`src/rtl/fpga_cfg_loader_if.sv`:
```
// rtl/fpga_cfg_loader_if.sv - bitstream stream, control and fabric configuration bus for fpga_cfg_loader
interface fpga_cfg_loader_if #(
    parameter int WORD_W     = 320,
    parameter int NUM_FRAMES = 172,
    parameter int CNT_W      = $clog2(NUM_FRAMES + 1)
);
    // Host side: load request and frame word stream
    logic                  start;
    logic                  cfg_valid;
    logic [WORD_W-1:0]     cfg_data;
    logic                  cfg_ready;

    // Fabric side: frame data, one-hot write strobes, run enable
    logic [WORD_W-1:0]     configs_in;
    logic [NUM_FRAMES-1:0] configs_en;
    logic                  ff_en;

    // Status
    logic                  rdy;
    logic                  busy;
    logic [CNT_W-1:0]      frame_cnt;
    logic                  err;

    modport master (
        output start, cfg_valid, cfg_data,
        input  cfg_ready, configs_in, configs_en, ff_en, rdy, busy, frame_cnt, err
    );

    modport slave (
        input  start, cfg_valid, cfg_data,
        output cfg_ready, configs_in, configs_en, ff_en, rdy, busy, frame_cnt, err
    );
endinterface

```
`src/rtl/fpga_cfg_loader.sv`:
```
// rtl/fpga_cfg_loader.sv - frame-by-frame fabric configuration sequencer; optional checksum word via FPGA_CFG_LOADER_CHECK_EN
module fpga_cfg_loader #(
    parameter int WORD_W     = 320,
    parameter int NUM_FRAMES = 172,
    parameter int SETTLE_CYC = 10
) (
    input  logic                clk_i,
    input  logic                rst_i,
    fpga_cfg_loader_if.slave    bus_s
);
    localparam int CNT_W = $clog2(NUM_FRAMES + 1);
    localparam int SET_W = (SETTLE_CYC > 1) ? $clog2(SETTLE_CYC) : 1;

    localparam logic [CNT_W-1:0]      LAST_IDX   = CNT_W'(NUM_FRAMES - 1);
    localparam logic [CNT_W-1:0]      CNT_SAT    = CNT_W'(NUM_FRAMES);
    localparam logic [SET_W-1:0]      SETTLE_END = SET_W'(SETTLE_CYC - 1);
    localparam logic [NUM_FRAMES-1:0] EN_ONE     = NUM_FRAMES'(1);

    typedef enum logic [2:0] {
        ST_IDLE,
        ST_LOAD,
        ST_STROBE,
        ST_SETTLE,
        ST_DONE
    } state_t;

    state_t                state_q, state_d;
    logic [WORD_W-1:0]     configs_in_q, configs_in_d;
    logic [NUM_FRAMES-1:0] configs_en_q, configs_en_d;
    logic [CNT_W-1:0]      frame_cnt_q, frame_cnt_d;
    logic [SET_W-1:0]      settle_q, settle_d;
    logic                  ff_en_q, ff_en_d;
    logic                  rdy_q, rdy_d;
`ifdef FPGA_CFG_LOADER_CHECK_EN
    logic                  err_q, err_d;
    logic [WORD_W-1:0]     xor_q, xor_d;
`endif

    // Ready is purely a function of state so the host sees it without a cycle of lag
    logic cfg_ready;
    logic xfer;
    assign cfg_ready = (state_q == ST_LOAD);
    assign xfer      = cfg_ready && bus_s.cfg_valid;

    // State and output registers; async reset drops every fabric-facing output at once
    always_ff @(posedge clk_i or posedge rst_i) begin
        if (rst_i) begin
            state_q      <= ST_IDLE;
            configs_in_q <= '0;
            configs_en_q <= '0;
            frame_cnt_q  <= '0;
            settle_q     <= '0;
            ff_en_q      <= 1'b0;
            rdy_q        <= 1'b0;
`ifdef FPGA_CFG_LOADER_CHECK_EN
            err_q        <= 1'b0;
            xor_q        <= '0;
`endif
        end else begin
            state_q      <= state_d;
            configs_in_q <= configs_in_d;
            configs_en_q <= configs_en_d;
            frame_cnt_q  <= frame_cnt_d;
            settle_q     <= settle_d;
            ff_en_q      <= ff_en_d;
            rdy_q        <= rdy_d;
`ifdef FPGA_CFG_LOADER_CHECK_EN
            err_q        <= err_d;
            xor_q        <= xor_d;
`endif
        end
    end

    // Sequencer: take a word in LOAD, fire its strobe from STROBE, then settle and release the fabric
    always_comb begin
        state_d      = state_q;
        configs_in_d = configs_in_q;
        configs_en_d = '0;
        frame_cnt_d  = frame_cnt_q;
        settle_d     = settle_q;
        ff_en_d      = ff_en_q;
        rdy_d        = rdy_q;
`ifdef FPGA_CFG_LOADER_CHECK_EN
        err_d        = err_q;
        xor_d        = xor_q;
`endif

        unique case (state_q)
            ST_IDLE: begin
                if (bus_s.start) begin
                    state_d     = ST_LOAD;
                    frame_cnt_d = '0;
                    ff_en_d     = 1'b0;
                    rdy_d       = 1'b0;
`ifdef FPGA_CFG_LOADER_CHECK_EN
                    err_d       = 1'b0;
                    xor_d       = '0;
`endif
                end
            end

            ST_LOAD: begin
                if (xfer) begin
`ifdef FPGA_CFG_LOADER_CHECK_EN
                    // With every frame written, the next word is the checksum, never a frame
                    if (frame_cnt_q == CNT_SAT) begin
                        if (bus_s.cfg_data == xor_q) begin
                            state_d  = ST_SETTLE;
                            settle_d = '0;
                        end else begin
                            state_d  = ST_IDLE;
                            err_d    = 1'b1;
                        end
                    end else begin
                        configs_in_d = bus_s.cfg_data;
                        xor_d        = xor_q ^ bus_s.cfg_data;
                        state_d      = ST_STROBE;
                    end
`else
                    configs_in_d = bus_s.cfg_data;
                    state_d      = ST_STROBE;
`endif
                end
            end

            ST_STROBE: begin
                // Strobe is registered, so it lands the cycle after STROBE while configs_in is still held
                configs_en_d = EN_ONE << frame_cnt_q;
                if (frame_cnt_q != CNT_SAT) begin
                    frame_cnt_d = frame_cnt_q + 1'b1;
                end
                if (frame_cnt_q == LAST_IDX) begin
`ifdef FPGA_CFG_LOADER_CHECK_EN
                    state_d  = ST_LOAD;
`else
                    state_d  = ST_SETTLE;
                    settle_d = '0;
`endif
                end else begin
                    state_d = ST_LOAD;
                end
            end

            ST_SETTLE: begin
                if (settle_q == SETTLE_END) begin
                    ff_en_d = 1'b1;
                    state_d = ST_DONE;
                end else begin
                    settle_d = settle_q + 1'b1;
                end
            end

            ST_DONE: begin
                // rdy follows ff_en by one cycle; a new start tears both down and reloads
                if (bus_s.start) begin
                    state_d     = ST_LOAD;
                    frame_cnt_d = '0;
                    ff_en_d     = 1'b0;
                    rdy_d       = 1'b0;
`ifdef FPGA_CFG_LOADER_CHECK_EN
                    err_d       = 1'b0;
                    xor_d       = '0;
`endif
                end else begin
                    rdy_d = 1'b1;
                end
            end

            default: begin
                state_d = ST_IDLE;
            end
        endcase
    end

    assign bus_s.cfg_ready  = cfg_ready;
    assign bus_s.configs_in = configs_in_q;
    assign bus_s.configs_en = configs_en_q;
    assign bus_s.ff_en      = ff_en_q;
    assign bus_s.rdy        = rdy_q;
    assign bus_s.busy       = (state_q == ST_LOAD) || (state_q == ST_STROBE) || (state_q == ST_SETTLE);
    assign bus_s.frame_cnt  = frame_cnt_q;
`ifdef FPGA_CFG_LOADER_CHECK_EN
    assign bus_s.err        = err_q;
`else
    assign bus_s.err        = 1'b0;
`endif

endmodule

```
`src/flat_wrapper.sv`:
```
// flat-port wrapper written by rule: the top's interface ports become plain ports
module fpga_cfg_loader_flat 
#(
    parameter int WORD_W     = 320,
    parameter int NUM_FRAMES = 172,
    parameter int SETTLE_CYC = 10
)
  (clk_i, rst_i, bus_s_start, bus_s_cfg_valid, bus_s_cfg_data, bus_s_cfg_ready, bus_s_configs_in, bus_s_configs_en, bus_s_ff_en, bus_s_rdy, bus_s_busy, bus_s_frame_cnt, bus_s_err);
  fpga_cfg_loader_if #(.WORD_W(WORD_W), .NUM_FRAMES(NUM_FRAMES)) bus_s_i ();
  input  logic clk_i;
  input  logic rst_i;
  input wire logic [$bits(bus_s_i.start)-1:0] bus_s_start;
  input wire logic [$bits(bus_s_i.cfg_valid)-1:0] bus_s_cfg_valid;
  input wire logic [$bits(bus_s_i.cfg_data)-1:0] bus_s_cfg_data;
  output wire logic [$bits(bus_s_i.cfg_ready)-1:0] bus_s_cfg_ready;
  output wire logic [$bits(bus_s_i.configs_in)-1:0] bus_s_configs_in;
  output wire logic [$bits(bus_s_i.configs_en)-1:0] bus_s_configs_en;
  output wire logic [$bits(bus_s_i.ff_en)-1:0] bus_s_ff_en;
  output wire logic [$bits(bus_s_i.rdy)-1:0] bus_s_rdy;
  output wire logic [$bits(bus_s_i.busy)-1:0] bus_s_busy;
  output wire logic [$bits(bus_s_i.frame_cnt)-1:0] bus_s_frame_cnt;
  output wire logic [$bits(bus_s_i.err)-1:0] bus_s_err;
  assign bus_s_i.start = bus_s_start;
  assign bus_s_i.cfg_valid = bus_s_cfg_valid;
  assign bus_s_i.cfg_data = bus_s_cfg_data;
  assign bus_s_cfg_ready = bus_s_i.cfg_ready;
  assign bus_s_configs_in = bus_s_i.configs_in;
  assign bus_s_configs_en = bus_s_i.configs_en;
  assign bus_s_ff_en = bus_s_i.ff_en;
  assign bus_s_rdy = bus_s_i.rdy;
  assign bus_s_busy = bus_s_i.busy;
  assign bus_s_frame_cnt = bus_s_i.frame_cnt;
  assign bus_s_err = bus_s_i.err;
  fpga_cfg_loader #(.WORD_W(WORD_W), .NUM_FRAMES(NUM_FRAMES), .SETTLE_CYC(SETTLE_CYC)) u_core (.clk_i(clk_i), .rst_i(rst_i), .bus_s(bus_s_i));
endmodule
```
`config.mk`:
```
export PLATFORM = sky130hd
export DESIGN_NAME = fpga_cfg_loader_flat
export DESIGN_NICKNAME = d
export VERILOG_FILES = /design/src/rtl/fpga_cfg_loader_if.sv /design/src/rtl/fpga_cfg_loader.sv /design/src/flat_wrapper.sv
export SDC_FILE = /design/constraint.sdc
export NUM_CORES = 1
export LEC_CHECK = 0
export ABC_AREA = 0
export CAP_MARGIN = 40
export CELL_PAD_IN_SITES_DETAIL_PLACEMENT = 0
export CELL_PAD_IN_SITES_GLOBAL_PLACEMENT = 2
export CORE_AREA = 10 10 313 315
export CTS_CLUSTER_DIAMETER = 200
export CTS_CLUSTER_SIZE = 10
export DETAILED_ROUTE_END_ITERATION = 6
export DIE_AREA = 0 0 323 325
export PLACE_DENSITY = 0.66
export SYNTH_ARGS = -nofsm -noshare
export SYNTH_HDL_FRONTEND = slang
export SYNTH_SLANG_ARGS = --single-unit
```
`constraint.sdc`:
```
create_clock -name clk_i -period 18.8 [get_ports clk_i]
set_input_delay 5.64 -clock clk_i [delete_from_list [all_inputs] [get_ports clk_i]]
set_output_delay 5.64 -clock clk_i [all_outputs]
set_load 0.02 [all_outputs]
```
# [Word-level counts from Yosys, hierarchy flattened]
# Cells that the tools add are included.
[classes] add_sub_neg=2 eq_ne=14 shifts=1 n_mux=17 n_reduce_logical=15
[op_table] operator="2-to-1 mux 172 bit" count=1
[op_table] operator="left shift 1 x 8 -> 172 bit, first input constant" count=1
[op_table] operator="2-to-1 mux 8 bit" count=2
[op_table] operator="one-hot mux 8 bit (2 select lines)" count=1
[op_table] operator="one-hot mux 3 bit (4 select lines)" count=1
[op_table] operator="AND reduction 3 bit" count=4
[op_table] operator="2-to-1 mux 3 bit" count=3
[op_table] operator="adder 8 x 1 -> 8 bit, second input constant" count=1
[op_table] operator="== test 8 bit, second input constant" count=1
[op_table] operator="2-to-1 mux 4 bit" count=2
[op_table] operator="!= test 2 x 1 -> 1 bit, second input constant" count=4
[op_table] operator="!= test 8 bit, second input constant" count=1
[op_table] operator="one-hot mux 4 bit (2 select lines)" count=1
[op_table] operator="nonzero test 2 bit" count=4
[op_table] operator="== test 3 x 2 -> 1 bit, second input constant" count=2
[op_table] operator="!= test 2 bit, second input constant" count=3
[op_table] operator="adder 4 x 1 -> 4 bit, second input constant" count=1
[op_table] operator="== test 4 bit, second input constant" count=1
[op_table] operator="one-hot mux 1 bit (2 select lines)" count=2
[op_table] operator="AND reduction 2 bit" count=2
[op_table] operator="== test 3 x 1 -> 1 bit, second input constant" count=1
[op_table] operator="== test 3 bit, second input constant" count=1
[op_table] operator="zero test 3 bit" count=1
[op_table] operator="2-to-1 mux 1 bit" count=3
[op_table] operator="other kinds (4)" count=5
[word_totals] regBits=509 input_bits=324 out_inout_bits=505 wordCells=56

# [Longest topological paths before layout]
[logic_depth] word_depth=4 ltp_mapped=8 mapped_depth_nobuf=7

# [Worst setup path after synthesis]
# OpenSTA, ideal clock, no wires.
[synth_path] path_type="input to register" startpoint="input port bus_s_cfg_valid" endpoint="register u_core.configs_in_q[213] (netlist: u_core.bus_s.configs_in[213])" setup_time_ps=125 arrival_ps=6729 required_ps=18675 path_slack_ps=11946 cell_stages=5 path_buffers=3 path_cell_list="and2_1 > clkbuf_1 > clkbuf_1 > buf_2 > mux2_2"
[synth_via] elab_chain_len=2
[synth_rtl] element="start, declared" line_no="flat_wrapper.sv:13" rtl="input wire logic [$bits(bus_s_i.cfg_valid)-1:0] bus_s_cfg_valid;"
[synth_rtl] element="logical AND 1 bit" line_no="fpga_cfg_loader.sv:43" rtl="assign xfer = cfg_ready && bus_s.cfg_valid;"
[synth_rtl] element="AND reduction 2 bit (no source line)"
[synth_rtl] element="end signal, assigned" line_no="fpga_cfg_loader.sv:61" rtl="configs_in_q <= configs_in_d;"
[synth_rtl] element="end, declared" line_no="fpga_cfg_loader.sv:28" rtl="logic [WORD_W-1:0] configs_in_q, configs_in_d;"
# Every way passes these cells.
# A chain may end at the register's enable or synchronous reset.

# [Final worst setup path]
[layout_path] startpoint="input port bus_s_cfg_valid" endpoint="register u_core.configs_in_q[315] (netlist: u_core.bus_s.configs_in[315])"
# Same word-level chain as after synthesis.

==> run metrics <==
Synth async-reset ratio=100%; postcts setup bufs=0; register area share after synthesis=a little over two thirds; post-CTS sizing=0; Post-synth top flop=dfrtp_1; Post-Syn Area per Cell=between 10 and 15 um^2; H-Tree Depth=2; post-detail-place hpwl=just under 60000 um; drt initial violations=between 500 and 600; Vias/cell=3.98; Site Rows=between 100 and 150; fin util=32.2%; synth cell count leaders=dfrtp_1 (509), mux2_2 (320), nor2_1 (149); Hold Vio Cnt, Final=0; post-route clock period utilization=roughly 42%; top cell type's share of synthesized area=a little over two thirds; clk buf depth=3; Setup CP Type=in2reg; nets@finish=roughly 2400; Unique masters post-synth=36; Leakage=between 0.01 and 0.015 uW; boundary pin count=829; pre-CTS WS=a little over 10000 ps; reg2reg path depth=6; footprint of the multi-input gates=between 5000 and 6000 um^2; maximum vdd drop=85.2 uV; hold path depth=1; Cell Pwr Density=162 nW/um^2; Hold Crit Class=reg2reg; Post-synth EDFFs=0; net count after synthesis=approximately 1600; Final GP Congestion=0.781; synth top area cells=dfrtp_1 (70%), mux2_2 (20%), nor2_1 (3.1%); share of layout cells above drive strength 1=20.1%; Yosys reg bits=509; via count of the first global-routing pass=about 14000; min-delay src=u_core.bus_s.configs_in[266]$_DFFE_PP0P_; Crit path arrival time=between 8000 and 9000 ps; wire per inst=roughly 23 um; RSZ-0062 raised after global routing=false; leading area contributor after synthesis=dfrtp_1; total iterations of the first detailed-routing run=4; register-to-register setup slack=approximately 15000 ps; Worst Path Required=19280 ps; reg2reg start=u_core.state_q[2]$_DFFE_PP0P_; GRT overflow=0; Die X=around 320 um; clk_skew=around 17 ps; Initial Utilization=19.9%; total power=4770 uW; top-count cell post-synth=dfrtp_1; slew margin rel.=between 30 and 40%; FF+latch area=approximately 13000 um^2; filler cell count=9079; CORE AREA=between 90000 and 100000 um^2; DRC Markers=0; first-pass GRT wire length=108000 um; Mapped Area=~18000 um^2; CTS tree=done; # hold bufs at CTS=0; Port Buf Inserts=around 830; total track usage=approximately 14%; clock sink count=between 500 and 600; Cells after Synth=~1200; CTS Root Cell=clkbuf_16; status=finished clean; hold endpoint=u_core.bus_s.configs_in[266]$_DFFE_PP0P_; setup TNS=0 ps; Worst Path Max Fanout=159; crit path time final=roughly 8000 ps; Yosys Warn Count=0; reg2reg end=u_core.bus_s.configs_in[315]$_DFFE_PP0P_; Slew Viols, Final=0; Worst Tran Pin Value=approximately 1000 ps; fmax=about 130 MHz; Routed WL=approximately 76000 um; CTS Buf Count=56; clock slew at the register clock pins of the worst setup and hold paths=~50 ps; worst skew pair latency=about 600 ps; Area Overhead vs Synth=61.3%; Die Area=105000 um^2; Die Height=325 um; antenna-violating nets left=0; crit path capture type=flop; Final WS setup=about 11000 ps; via count=13000; Max-cap violations=0; Worst setup SP type=primary input; final setup vio count=0; initial antenna violation count=13; largest net degree at the start of global routing=160
-- cell families (layout without fill, tap and decap cells) --
| family | after synthesis | after routing | share of synthesized area [%] |
|---|---|---|---|
| AOI/OAI and AO/OA | 31 | 31 | 1.09 |
| adders and majority gates | 8 | 8 | 0.549 |
| and+or+nand+nor | 277 | 277 | 6.63 |
| xor gates and xnor gates | 1 | 1 | 0.0481 |
| muxes | 320 | 320 | 19.8 |
| other | 1 | 10 | 0.0206 |
| DFF | 509 | 509 | 69.9 |
| buffers and inverters | 82 | 915 | 1.99 |
-- area by class of cell --
class                           instances  area share (%)
Clock buffer                           58            4.87
Timing Repair Buffer                  849            29.0
Inverter                                6          0.0894
Antenna cell                            9          0.0766
Clock inverter                          2          0.0596
Multi-Input combinational cell        638            17.5
Sequential cell                       509            43.3
Tap cell                             1186            5.05
-- layer usage --
metal	wire (um)	vias up	part of all wire [%]	GRT usage [%]
met2	39900	534	52	25.4
met4	2210	8	2.9	4.48
met1	26700	6510	35	14.3
li1	-	5801	-	-
met3	7460	113	9.8	5.54
met5	55	-	0.072	0
-- state kept, by name (all words and copies together) (netlist names) --
name and flops:
u_core.settle_q 4, u_core.bus_s.configs_in 320, u_core.state_q 3, u_core.bus_s.configs_en 172, u_core.bus_s.ff_en 1, u_core.bus_s.rdy 1
u_core.bus_s.frame_cnt 8
-- power breakdown --
group | internal (uW) | switching, uW | total, uW
registers | 1470 | 209 | 1680
clock network | 529 | 427 | 956
logic | 1070 | 1070 | 2140
total | 3070 | 1700 | 4770
-- worst max-delay path by stage --
stage                                  start                                       end  slack, ps  cells after the start
3_3_place_gp                           rst_i  u_core.bus_s.configs_in[290]$_DFFE_PP0P_       9860                      5
5_1_grt                                rst_i  u_core.bus_s.configs_in[116]$_DFFE_PP0P_      10570                      6
3_5_place_dp                           rst_i  u_core.bus_s.configs_in[219]$_DFFE_PP0P_      10130                      6
2_1_floorplan                          rst_i      u_core.bus_s.configs_en[0]$_DFF_PP0_       6250                      1
6_report                     bus_s_cfg_valid  u_core.bus_s.configs_in[315]$_DFFE_PP0P_      10840                      5
4_1_cts        u_core.state_q[1]$_DFFE_PP0P_                                bus_s_busy      10790                      3
-- worst max-delay path, stage by stage --
cell and delay [ps]:
clkdlybuf4s50_1 500, and2_4 330, buf_4 640, buf_12 540, mux2_2 420
-- stage by stage --
stage          std cells  cell area (um^2)  hold WS [ps]
6_report            3257             29400           503
5_1_grt             3254             29400           511
4_1_cts             3248             29400           507
3_5_place_dp        3188             27900           494
3_3_place_gp        3182             27800           488
2_1_floorplan       1229             18200           473
-- layout by cell type (no fill, tap or decap), types with 13 or more instances in the layout --
cell	netlist	routed
mux2_2	320	320
nand2_1	27	26
clkdlybuf4s50_1	0	827
o21ai_0	13	13
buf_4	2	15
nand3_1	34	34
nor3_1	39	39
clkbuf_16	0	57
dfrtp_1	509	509
nor2_1	149	148
Power figures use the tool's default switching activity.
